**src/rtl/io_int_responder.sv**
```systemverilog
// rtl/io_int_responder.sv - device-side I/O and interrupt responder with word FIFO (optional drop-on-timeout via IO_TIMEOUT_EN)
module io_int_responder #(
    parameter int DEPTH   = 4,
    parameter int PTR_W   = 2,
    parameter int TIMEOUT = 255
) (
    input  logic             clk,
    input  logic             reset,
    input  logic [15:0]      ext_data,
    input  logic             ext_valid,
    output logic             ext_ready,
    output logic [15:0]      data_in,
    output logic             interrupt,
    input  logic             int_ack,
    input  logic [15:0]      data_out,
    input  logic             out_we,
    output logic [15:0]      out_data,
    output logic             out_valid,
    output logic [PTR_W:0]   fifo_count,
    output logic             overflow,
    output logic             timeout_err
);

    typedef enum logic [1:0] {
        ST_IDLE = 2'd0,
        ST_REQ  = 2'd1,
        ST_GAP  = 2'd2
    } state_t;

    localparam logic [PTR_W:0] L_FULL = (PTR_W + 1)'(DEPTH);

    state_t           r_state;
    state_t           w_next_state;

    logic [15:0]      r_mem [DEPTH];
    logic [PTR_W-1:0] r_wr_ptr;
    logic [PTR_W-1:0] r_rd_ptr;
    logic [PTR_W:0]   r_count;

    logic [15:0]      r_data_in;
    logic             r_interrupt;
    logic [15:0]      r_out_data;
    logic             r_out_valid;
    logic             r_overflow;

    logic             w_full;
    logic             w_push;
    logic             w_pop;
    logic             w_load;
    logic             w_tmo_hit;

    // Readiness depends only on the current count, so a pop in the same cycle
    // never makes room for a push that arrives while full.
    assign w_full = (r_count == L_FULL);
    assign w_push = ext_valid && !w_full;
    assign w_pop  = (r_state == ST_REQ) && (int_ack || w_tmo_hit);

    assign ext_ready  = !w_full;
    assign fifo_count = r_count;
    assign data_in    = r_data_in;
    assign interrupt  = r_interrupt;
    assign out_data   = r_out_data;
    assign out_valid  = r_out_valid;
    assign overflow   = r_overflow;

    // FIFO storage; buffered words are discarded on reset by clearing the pointers
    always_ff @(posedge clk) begin
        if (w_push) begin
            r_mem[r_wr_ptr] <= ext_data;
        end
    end

    // FIFO pointers and occupancy
    always_ff @(posedge clk or negedge reset) begin
        if (!reset) begin
            r_wr_ptr <= '0;
            r_rd_ptr <= '0;
            r_count  <= '0;
        end else begin
            if (w_push) begin
                r_wr_ptr <= r_wr_ptr + 1'b1;
            end
            if (w_pop) begin
                r_rd_ptr <= r_rd_ptr + 1'b1;
            end
            case ({w_push, w_pop})
                2'b10:   r_count <= r_count + 1'b1;
                2'b01:   r_count <= r_count - 1'b1;
                default: r_count <= r_count;
            endcase
        end
    end

    // Sticky flag for pushes refused because the FIFO was full
    always_ff @(posedge clk or negedge reset) begin
        if (!reset) begin
            r_overflow <= 1'b0;
        end else if (ext_valid && w_full) begin
            r_overflow <= 1'b1;
        end
    end

    // Delivery state register
    always_ff @(posedge clk or negedge reset) begin
        if (!reset) begin
            r_state <= ST_IDLE;
        end else begin
            r_state <= w_next_state;
        end
    end

    // Delivery next state: IDLE fetches the head, REQ waits for ack, GAP keeps interrupt low one extra cycle
    always_comb begin
        w_next_state = r_state;
        w_load       = 1'b0;
        case (r_state)
            ST_IDLE: begin
                if (r_count != '0) begin
                    w_next_state = ST_REQ;
                    w_load       = 1'b1;
                end
            end
            ST_REQ: begin
                if (int_ack || w_tmo_hit) begin
                    w_next_state = ST_GAP;
                end
            end
            ST_GAP: begin
                w_next_state = ST_IDLE;
            end
            default: begin
                w_next_state = ST_IDLE;
            end
        endcase
    end

    // Registered request and word presented to the core; data_in holds outside REQ
    always_ff @(posedge clk or negedge reset) begin
        if (!reset) begin
            r_interrupt <= 1'b0;
            r_data_in   <= '0;
        end else begin
            r_interrupt <= (w_next_state == ST_REQ);
            if (w_load) begin
                r_data_in <= r_mem[r_rd_ptr];
            end
        end
    end

    // Core write port, independent of delivery; last write wins
    always_ff @(posedge clk or negedge reset) begin
        if (!reset) begin
            r_out_data  <= '0;
            r_out_valid <= 1'b0;
        end else begin
            r_out_valid <= out_we;
            if (out_we) begin
                r_out_data <= data_out;
            end
        end
    end

`ifdef IO_TIMEOUT_EN
    localparam int              TMO_W      = (TIMEOUT < 2) ? 1 : $clog2(TIMEOUT + 1);
    localparam logic [TMO_W-1:0] L_TMO_LAST = TMO_W'(TIMEOUT - 1);

    logic [TMO_W-1:0] r_tmo_cnt;
    logic             r_timeout_err;

    // The drop fires in the TIMEOUT-th unacknowledged REQ cycle; an ack in that cycle wins
    assign w_tmo_hit   = (r_state == ST_REQ) && !int_ack && (r_tmo_cnt == L_TMO_LAST);
    assign timeout_err = r_timeout_err;

    // Cycles spent waiting in REQ, restarted on every entry into REQ
    always_ff @(posedge clk or negedge reset) begin
        if (!reset) begin
            r_tmo_cnt <= '0;
        end else if (w_load) begin
            r_tmo_cnt <= '0;
        end else if ((r_state == ST_REQ) && !int_ack) begin
            r_tmo_cnt <= r_tmo_cnt + 1'b1;
        end
    end

    // Sticky flag for words dropped without acknowledgement
    always_ff @(posedge clk or negedge reset) begin
        if (!reset) begin
            r_timeout_err <= 1'b0;
        end else if (w_tmo_hit) begin
            r_timeout_err <= 1'b1;
        end
    end
`else
    // Without the counter REQ waits indefinitely; TIMEOUT has no effect here
    assign w_tmo_hit   = 1'b0;
    assign timeout_err = (TIMEOUT < 0);
`endif

endmodule

```
**config.mk**
```make
export PLATFORM = sky130hd
export DESIGN_NAME = io_int_responder
export DESIGN_NICKNAME = d
export VERILOG_FILES = /design/src/rtl/io_int_responder.sv
export SDC_FILE = /design/constraint.sdc
export NUM_CORES = 1
export LEC_CHECK = 0
export ABC_AREA = 1
export BUFFER_PORTS_ARGS = -buffer_cell sky130_fd_sc_hd__buf_2
export CORE_MARGIN = 10
export CORE_UTILIZATION = 30
export CTS_CLUSTER_DIAMETER = 200
export CTS_CLUSTER_SIZE = 10
export DETAILED_ROUTE_END_ITERATION = 12
export GPL_ROUTABILITY_DRIVEN = 0
export SLEW_MARGIN = 20
export SYNTH_ARGS = -nofsm -noshare
export SYNTH_HDL_FRONTEND = slang
export SYNTH_SLANG_ARGS = --single-unit
```
**constraint.sdc**
```tcl
create_clock -name clk -period 2.3 [get_ports clk]
set_input_delay 0.345 -clock clk [delete_from_list [all_inputs] [get_ports clk]]
set_output_delay 0.345 -clock clk [all_outputs]
set_load 0.02 [all_outputs]
```
==> results of run 1 <==
==> final cells by class <==
cell class | count | share of cell area, %
Antenna cell | 2 | 0.09376
Clock buffer | 16 | 4.712
Multi-Input combinational cell | 211 | 20.02
Sequential cell | 108 | 56.63
Inverter | 83 | 5.931
Timing Repair Buffer | 84 | 8.298
Tap cell | 184 | 4.313
==> kinds of logic (layout without fill, tap and decap cells) <==
logic type	count (synthesis)	in the layout	share of synthesized area, %
other	1	3	0.08272
multiplexers	16	16	3.975
XOR/XNOR	5	5	0.9660
buffers and inverters	98	183	9.743
AND/OR/NAND/NOR	179	179	16.23
flip-flops	108	108	66.69
AO/OA/AOI/OAI	4	4	0.4968
adder cells (fa/ha/maj)	6	6	1.822
==> worst max-delay path, cell delays in order, from the launching register on <==
cell and delay (ns):
dfrtp_1 0.40, inv_1 0.13, nand3_1 0.18, nand2_2 0.18
ha_1 0.18, inv_1 0.07, fa_1 0.38, nand2_1 0.08
nand3_1 0.08, xor2_1 0.15
==> metal layers <==
metal / GRT usage (%) / up-vias
met5: 0 / -
met4: 4.180 / 2
met3: 3.881 / 15
met2: 15.07 / 97
met1: 12.44 / 1378
li1: - / 1452
==> cell usage after synthesis <==
library cell / instances
nand2_1: 134
inv_1: 79
edfxtp_1: 64
dfrtp_1: 44
nand3_1: 36
mux2_2: 16
buf_6: 6
buf_4: 5
ha_1: 5
nor2_1: 5
buf_2: 4
xor2_1: 4
o21ai_0: 3
inv_2: 2
inv_4: 2
conb_1: 1
fa_1: 1
nand2_2: 1
nand2_4: 1
nand3_2: 1
nor2_2: 1
o21bai_1: 1
xnor2_1: 1
==> state kept, by name, summed over array words and instances (netlist names) <==
register / count
r_mem: 64
r_wr_ptr: 2
r_rd_ptr: 2
overflow: 1
data_in: 16
out_valid: 1
fifo_count: 3
interrupt: 1
out_data: 16
r_state: 2
==> power groups by stage <==
stage / logic (mW) / registers, mW / clock network [mW]
3_5_place_dp: 2.43 / 2.81 / 0
2_1_floorplan: 1.50 / 3.03 / 0
4_1_cts: 2.45 / 2.78 / 1.39
6_report: 2.40 / 2.77 / 1.35
5_1_grt: 2.74 / 2.82 / 1.48
3_3_place_gp: 2.37 / 2.79 / 0
==> how the worst max path moves through the flow <==
stage | end | slack [ns] | cells after the start | from
2_1_floorplan | r_mem[0][0] | 0.19 | 4 | fifo_count[0]
6_report | fifo_count[2] | 0.36 | 9 | fifo_count[1]
3_5_place_dp | fifo_count[2] | 0.37 | 9 | fifo_count[1]
4_1_cts | fifo_count[2] | 0.35 | 10 | fifo_count[1]
5_1_grt | fifo_count[2] | 0.12 | 10 | fifo_count[1]
3_3_place_gp | fifo_count[2] | 0.46 | 9 | fifo_count[1]
==> per-stage QoR <==
step,hold WS [ns],worst slack (ns)
after global placement,0.4257,0.4590
final,0.03927,0.3597
after detailed placement,0.4200,0.3650
after global routing,0.1020,0.1170
after floorplan,0.04941,0.1864
after CTS,0.05652,0.3463
==> out/qor.txt, run 1 <==
Worst Tran Pin Value - 0.6740 ns
pwr/cell area - 1221 nW/um2
Leakage - 2.595 nW
CP Class - register to register
fill count - 1430
sequential area share after synthesis - 66.69%
crit share post-route - 84.36%
syn_nets - 460
Final Cell Area - 5338 um2
die area - 20430 um2
Final nets - 540
most frequent cells in the layout - nand2_1 (134), inv_1 (79), buf_2 (75)
Final Hold Vio Count - 0
CP Data Required Time - 2.52 ns
FMAX - 515.4 MHz
final slew viol count - 0
Routed Antenna Nets - 0
first-pass GRT wire length - 15.86 mm
# IOs - 77
endpoints failing setup - 0
H-Tree Depth - 3
met3 WL - 898 um
internal power - 4.049 mW
Core Util, Final - 36.45%
share of layout cells above drive strength 1 - 23.31%
largest area contributor in the netlist - edfxtp_1
DRT iter0 DRCs - 146
Via Count - 2944
Synth Instances - 417
max-cap viol count - 0
min Tclk post-route - 1.940 ns
reg2reg end - fifo_count[2]
total net switching power - 2.471 mW
post-CTS setup buffers - 0
FF+latch count, synth - 108
Post-CTS Resized - 0
Die Y - 142.9 um
Total Neg Setup Slack - 0 ns
Distinct cells, synth - 23
worst hold-check path type - input pin to async pin
Residual DRC - 0
largest net degree at the start of global routing - 35
total power - 6.520 mW
R2R cell count - 9
area of the multi-input gates - 1069 um2
Die W - 142.9 um
Clock Pin Slew Worst Setup and Hold Paths - 0.06 ns
mean post-synth cell area - 10.87 um2
VDD IR max - 0.4821 mV
top cell type's share of synthesized area - 42.40%
sequential standard cell area - 3023 um2
initial antenna violation count - 2
unrepaired setup endpoints after global routing - false
relative slew slack - 55.06%
Clock Tree Buf Depth - 2
Starting Density - 30.96%
Net Sw Frac - 37.90%
Placed Instances - 670
Area Overhead vs Synth - 17.75%
vias in the first global route - 3061
Arr. time, crit path - 2.16 ns
CTS tree - yes
most common cell after layout, fill and taps aside - nand2_1
Port Buffers - 75
r2r setup slk - 0.36 ns
routed length on met2 - 4.287 mm
Vias/cell - 4.279
root buffer cell - clkbuf_16
Cell Area, Synth - 4533 um2
combinational power share - 36.8%
Cell Area, Placed - 5081 um2
Cell Rows - 44
wire per inst - 14.30 um
status - finished, final reports clean
reg2reg start - fifo_count[1]
Tot GR Track Use - 9.962%
Worst Skew - 0.006003 ns
Sinks on Clock Net - 108
DRT Wirelength - 9.835 mm
HPWL after DPL - 6.632 mm
Num CTS Buffers - 9
Top Layer Used - met5
Synth Warn # - 0
CP Capture Type - register
1st-pass router iterations - 4
GR Overflow Total - 0
clk_lat worst skew - 0.34 ns
Cell Count, Final, Fillers Out - 688
Crit Path Max Fanout - 7
metal1 wirelength - 4.495 mm
Seq pwr share - 42.5%
hold buffers post-CTS - 0
Area contributors post-synth - edfxtp_1 (42%), dfrtp_1 (24%), nand2_1 (11%)
core area - 14640 um2
crit start category - register
Clock Power Share - 20.7%
No activity file was read; power rests on OpenSTA's default activity.
==> run 2, diff against run 1 <==
clock period = 1.76 ns   (was 2.3 ns; I/O delays follow)
==> run 2 against run 1 <==
  * Flip-flop and latch count unchanged
  * Final cell count is the same
  * First-iteration DRC count down 14%
  * Sequential share of layout area down 1.3 points
  * Setup slack lost 0.27 ns
  * Design area grew 2.4%
  * Utilization grew 0.86 points
  * Register-to-register slack got worse by 0.27 ns
  * Sequential power rose by 31%
  * Hold slack worse by 0.029 ns
  * Clock skew is 0.0041 ns higher
  * Maximum frequency rose by 16%
  * Critical endpoint unchanged
  * Largest cell class unchanged
  * Largest power group unchanged
==> out/qor.txt, run 2 (synthesis results as in run 1) <==
Final Cell Area - 5464 um2 (was 5338 um2)
share of layout cells above drive strength 1 - 26.59% (was 23.31%)
Vias/cell - 4.154 (was 4.279)
Top reg by flops - r_mem (unchanged)
CP Data Required Time - 1.98 ns (was 2.52 ns)
Die Y - 142.9 um (unchanged)
HPWL after DPL - 6.399 mm (was 6.632 mm)
slowest stage cell, crit path - dfrtp_2 (was dfrtp_1)
VDD IR max - 0.6048 mV (was 0.4821 mV)
max FFs per register - 64 (unchanged)
total power - 8.709 mW (was 6.520 mW)
Starting Density - 30.96% (unchanged)
Area Overhead vs Synth - 20.54% (was 17.75%)
DRT Wirelength - 9.361 mm (was 9.835 mm)
hold buffers post-CTS - 0 (unchanged)
critical-path cell list - inv_4, nand3_4, nand2_4, ha_4, inv_1, fa_2, nand2_1, nand3_1, xor2_1 (was inv_1, nand3_1, nand2_2, ha_1, inv_1, fa_1, nand2_1, nand3_1, xor2_1)
min Tclk post-route - 1.669 ns (was 1.940 ns)
status - finished, final reports clean (unchanged)
metal1 wirelength - 4.121 mm (was 4.495 mm)
# IOs - 77 (unchanged)
Total Neg Setup Slack - 0 ns (unchanged)
Top Layer Used - met5 (unchanged)
Cell Rows - 44 (unchanged)
Die W - 142.9 um (unchanged)
crit start category - register (unchanged)
initial antenna violation count - 2 (unchanged)
Worst Tran Pin Value - 0.5844 ns (was 0.6740 ns)
Antenna Cells - 0 (was 2)
Sinks on Clock Net - 108 (unchanged)
Crit Path Max Fanout - 4 (was 7)
vias in the first global route - 2853 (was 3061)
endpoints failing setup - 0 (unchanged)
unrepaired setup endpoints after global routing - false (unchanged)
GR Overflow Total - 0 (unchanged)
combinational power share - 37.7% (was 36.8%)
Net Sw Frac - 37.61% (was 37.90%)
Clock Power Share - 20.7% (about the same)
clk_lat worst skew - 0.34 ns (about the same)
Port Buffers - 75 (unchanged)
setup ws final - 0.09149 ns (was 0.3597 ns)
internal power - 5.434 mW (was 4.049 mW)
worst hold-check path type - input pin to async pin (unchanged)
Residual DRC - 0 (unchanged)
CTS tree - yes (unchanged)
Setup WS pre-CTS - 0.1186 ns (was 0.3650 ns)
core area - 14640 um2 (unchanged)
Clock Pin Slew Worst Setup and Hold Paths - 0.06 ns (about the same)
Tot GR Track Use - 9.279% (was 9.962%)
DRT iter0 DRCs - 126 (was 146)
Max stage delay on crit path - 0.44 ns (was 0.40 ns)
Cell Area, Placed - 5189 um2 (was 5081 um2)
final hold slack - 0.01022 ns (was 0.03927 ns)
total net switching power - 3.275 mW (was 2.471 mW)
CP Class - register to register (unchanged)
Arr. time, crit path - 1.89 ns (was 2.16 ns)
Routed Antenna Nets - 0 (unchanged)
Final nets - 542 (was 540)
most frequent cells in the layout - nand2_1 (134), inv_1 (78), buf_2 (75) (was nand2_1 (134), inv_1 (79), buf_2 (75))
H-Tree Depth - 3 (unchanged)
Leakage - 2.627 nW (was 2.595 nW)
crit share post-route - 94.80% (was 84.36%)
met3 WL - 821 um (was 898 um)
first-pass GRT wire length - 14.68 mm (was 15.86 mm)
max-cap viol count - 0 (unchanged)
wire per inst - 13.61 um (was 14.30 um)
most common cell after layout, fill and taps aside - nand2_1 (unchanged)
Placed Instances - 671 (was 670)
CP Capture Type - register (unchanged)
routed length on met2 - 4.342 mm (was 4.287 mm)
die area - 20430 um2 (unchanged)
Core Util, Final - 37.31% (was 36.45%)
root buffer cell - clkbuf_16 (unchanged)
final slew viol count - 0 (unchanged)
Final Hold Vio Count - 0 (unchanged)
Num CTS Buffers - 9 (unchanged)
largest net degree at the start of global routing - 45 (was 35)
Cell Count, Final, Fillers Out - 688 (unchanged)
Clock Tree Buf Depth - 2 (unchanged)
pwr/cell area - 1594 nW/um2 (was 1221 nW/um2)
Via Count - 2858 (was 2944)
Worst Skew - 0.01009 ns (was 0.006003 ns)
relative slew slack - 61.04% (was 55.06%)
FMAX - 599.3 MHz (was 515.4 MHz)
1st-pass router iterations - 4 (unchanged)
Seq pwr share - 41.6% (was 42.5%)
[run 2: cell count changes in the layout (fill, tap and decap cells not counted), sizes merged]
cell	delta
inv	+2
clkinvlp	+1
buf	+2
clkinv	+2
diode	-2
clkbuf	-5
[run 2: cell type report]
cell class                      count  area [um2]
Fill cell                        1425        9180
Sequential cell                   108        3025
Multi-Input combinational cell    211        1111
Timing Repair Buffer               86       508.0
Inverter                           83       321.6
Clock buffer                       11       232.7
Tap cell                          184       230.2
Clock inverter                      5       35.03
[run 2: layer usage]
layer | vias up | GRT usage [%]
met2 | 82 | 15.14
met4 | 4 | 2.877
met5 | - | 0
li1 | 1454 | -
met1 | 1308 | 10.59
met3 | 10 | 4.345
[run 2: power by group through the flow]
stage | Sequential [mW] | Clock (mW) | Combinational, mW
after floorplan | 3.98 | 0 | 2.04
after global placement | 3.66 | 0 | 3.28
after detailed placement | 3.68 | 0 | 3.33
after CTS | 3.63 | 1.89 | 3.36
after global routing | 3.69 | 1.99 | 3.70
final | 3.62 | 1.80 | 3.28
[run 2: worst max-delay path, delay by kind of cell (launching register included)]
family | cells | cell delay [ns]
xor+xnor | 1 | 0.17
fa+ha+maj | 2 | 0.46
buf+inv | 2 | 0.14
flops | 1 | 0.44
simple gates | 4 | 0.33
[run 2: what timing repair did]
item	in CTS	in global routing
setup endpoints to repair	0	1
hold endpoints to repair	0	0
gates resized for setup	0	0
buffers inserted	0	1
[run 2: worst paths after layout]
kind                               start            end  slack [ns]  cells after the start
max in group asynchronous          reset  fifo_count[0]        1.33                      2
max                        fifo_count[0]  fifo_count[2]        0.09                      9
min in group clk            ext_data[11]   r_mem[2][11]        0.13                      1
min                                reset    out_data[4]        0.01                      2
max reg2reg                fifo_count[0]  fifo_count[2]        0.09                      9
min reg2reg                   data_in[9]     data_in[9]        0.47                      2
==> run 3, diff against run 2 <==
clock period = 1.8 ns   (was 1.76 ns; I/O delays follow)
==> run 3 against run 2 <==
  * Largest power group unchanged
  * Critical path depth is the same
  * Wire length grew 3.7%
  * Count of clock-buffer cells in the layout grew 1
  * Clock skew shrank 0.00088 ns
  * Clock power grew 7%
  * Critical endpoint unchanged
  * Sequential power shrank 2%
  * Combinational power shrank 2%
  * Die area is the same
  * Hold slack gained 0.13 ns
  * Register-to-register slack gained 0.07 ns
  * Largest cell class unchanged
  * Design area grew 0.46%
==> out/qor.txt, run 3 (synthesis results as in run 1) <==
first-pass GRT wire length - 15.70 mm (was 14.68 mm)
Seq pwr share - 40.9% (was 41.6%)
# IOs - 77 (unchanged)
Final nets - 541 (was 542)
crit share post-route - 91.01% (was 94.80%)
die area - 20430 um2 (unchanged)
vias in the first global route - 2943 (was 2853)
largest net degree at the start of global routing - 35 (was 45)
worst hold-check path type - input pin to register (was input pin to async pin)
1st-pass router iterations - 4 (unchanged)
Leakage - 2.635 nW (was 2.627 nW)
Sinks on Clock Net - 108 (unchanged)
max-cap viol count - 0 (unchanged)
Antenna Cells - 0 (unchanged)
critical-path cell list - inv_2, nand3_4, nand2_4, ha_4, inv_1, fa_2, nand2_1, nand3_1, xor2_1 (was inv_4, nand3_4, nand2_4, ha_4, inv_1, fa_2, nand2_1, nand3_1, xor2_1)
CTS tree - yes (unchanged)
Vias/cell - 4.240 (was 4.154)
Buf/Inv on CP - 2 (unchanged)
Tot GR Track Use - 9.793% (was 9.279%)
pwr/cell area - 1577 nW/um2 (was 1594 nW/um2)
Routed Antenna Nets - 0 (unchanged)
area of the multi-input gates - 1111 um2 (unchanged)
FMAX - 610.4 MHz (was 599.3 MHz)
initial antenna violation count - 0 (was 2)
CP Data Required Time - 2.03 ns (was 1.98 ns)
root buffer cell - clkbuf_16 (unchanged)
Max stage delay on crit path - 0.42 ns (was 0.44 ns)
Top reg by flops - r_mem (unchanged)
VDD IR max - 0.5593 mV (was 0.6048 mV)
relative slew slack - 66.52% (was 61.04%)
most frequent cells in the layout - nand2_1 (134), inv_1 (78), buf_2 (75) (unchanged)
Port Buffers - 75 (unchanged)
total net switching power - 3.238 mW (was 3.275 mW)
crit-path leading delay family - adder cells (unchanged)
share of layout cells above drive strength 1 - 25.84% (was 26.59%)
Total Neg Setup Slack - 0 ns (unchanged)
fill count - 1423 (was 1425)
Clock Tree Buf Depth - 2 (unchanged)
Area Overhead vs Synth - 21.09% (was 20.54%)
core area - 14640 um2 (unchanged)
GR Overflow Total - 0 (unchanged)
slowest stage cell, crit path - dfrtp_2 (unchanged)
Cell Rows - 44 (unchanged)
Worst Tran Pin Value - 0.5022 ns (was 0.5844 ns)
sequential standard cell area - 3025 um2 (unchanged)
Via Count - 2913 (was 2858)
endpoints failing setup - 0 (unchanged)
max FFs per register - 64 (unchanged)
crit start category - register (unchanged)
DRT iter0 DRCs - 186 (was 126)
H-Tree Depth - 3 (unchanged)
Die Y - 142.9 um (unchanged)
internal power - 5.420 mW (was 5.434 mW)
Worst Skew - 0.009204 ns (was 0.01009 ns)
CP Capture Type - register (unchanged)
Num CTS Buffers - 9 (unchanged)
Residual DRC - 0 (unchanged)
final slew viol count - 0 (unchanged)
Final Hold Vio Count - 0 (unchanged)
Die W - 142.9 um (unchanged)
Clock Pin Slew Worst Setup and Hold Paths - 0.07 ns (was 0.06 ns)
unrepaired setup endpoints after global routing - false (unchanged)
Starting Density - 30.96% (unchanged)
wire per inst - 14.13 um (was 13.61 um)
status - finished, final reports clean (unchanged)
combinational power share - 36.9% (was 37.7%)
Crit Path Max Fanout - 4 (unchanged)
Net Sw Frac - 37.40% (was 37.61%)
CP Class - register to register (unchanged)
clk_lat worst skew - 0.34 ns (about the same)
min Tclk post-route - 1.638 ns (was 1.669 ns)
most common cell after layout, fill and taps aside - nand2_1 (unchanged)
Clock Power Share - 22.2% (was 20.7%)
total power - 8.658 mW (was 8.709 mW)
DRT Wirelength - 9.710 mm (was 9.361 mm)
Arr. time, crit path - 1.87 ns (was 1.89 ns)
HPWL after DPL - 6.576 mm (was 6.399 mm)
==> run 3: path summary, 6_finish.rpt <==
kind	endpoint	slack, ns	from	cells past startpoint
worst max-delay path	fifo_count[2]	0.16	fifo_count[1]	9
worst min-delay path	r_mem[3][11]	0.14	ext_data[11]	1
worst max register to register	fifo_count[2]	0.16	fifo_count[1]	9
worst min register to register	data_in[6]	0.47	data_in[6]	2
max in group asynchronous	out_data[6]	0.85	reset	3
min in group asynchronous	data_in[7]	0.43	reset	2
==> run 3: power groups by stage <==
| stage | clock network (mW) | logic, mW | registers [mW] |
|---|---|---|---|
| 6_report | 1.92 | 3.20 | 3.54 |
| 2_1_floorplan | 0 | 1.99 | 3.89 |
| 4_1_cts | 1.98 | 3.30 | 3.54 |
| 3_5_place_dp | 0 | 3.28 | 3.60 |
| 3_3_place_gp | 0 | 3.22 | 3.57 |
| 5_1_grt | 2.09 | 3.65 | 3.61 |
==> run 3: cell type report <==
class	count	area share (%)
Sequential cell	108	55.12
Tap cell	184	4.194
Clock inverter	4	0.9346
Inverter	83	5.813
Multi-Input combinational cell	211	20.24
Clock buffer	12	4.308
Timing Repair Buffer	85	9.391
==> run 3: repair_timing <==
item / CTS / global route
hold buffers: 1 / 0
resized for setup: 0 / 0
hold endpoints to repair: 17 / 0
buffers inserted: 0 / 0
==> run 3: per-layer routing <==
| metal | global-route usage, % | share of wire, % | vias up |
|---|---|---|---|
| li1 | - | - | 1454 |
| met1 | 11.98 | 44 | 1361 |
| met2 | 15.14 | 46 | 89 |
| met3 | 4.245 | 8.7 | 9 |
| met4 | 3.312 | 1.1 | 0 |
| met5 | 0 | 0 | - |
==> run 3: per-stage QoR <==
stage	std cells	hold WS [ns]	utilization [%]	area, um2	worst slack (ns)
after global placement	670	0.2593	35.45	5191	0.1898
after CTS	687	0.1263	37.48	5489	0.1386
after floorplan	417	-0.02559	-	4581	0.03229
final	687	0.1372	37.48	5489	0.1617
after global routing	687	0.1239	37.48	5489	0.07268
after detailed placement	670	0.2653	35.45	5191	0.1527
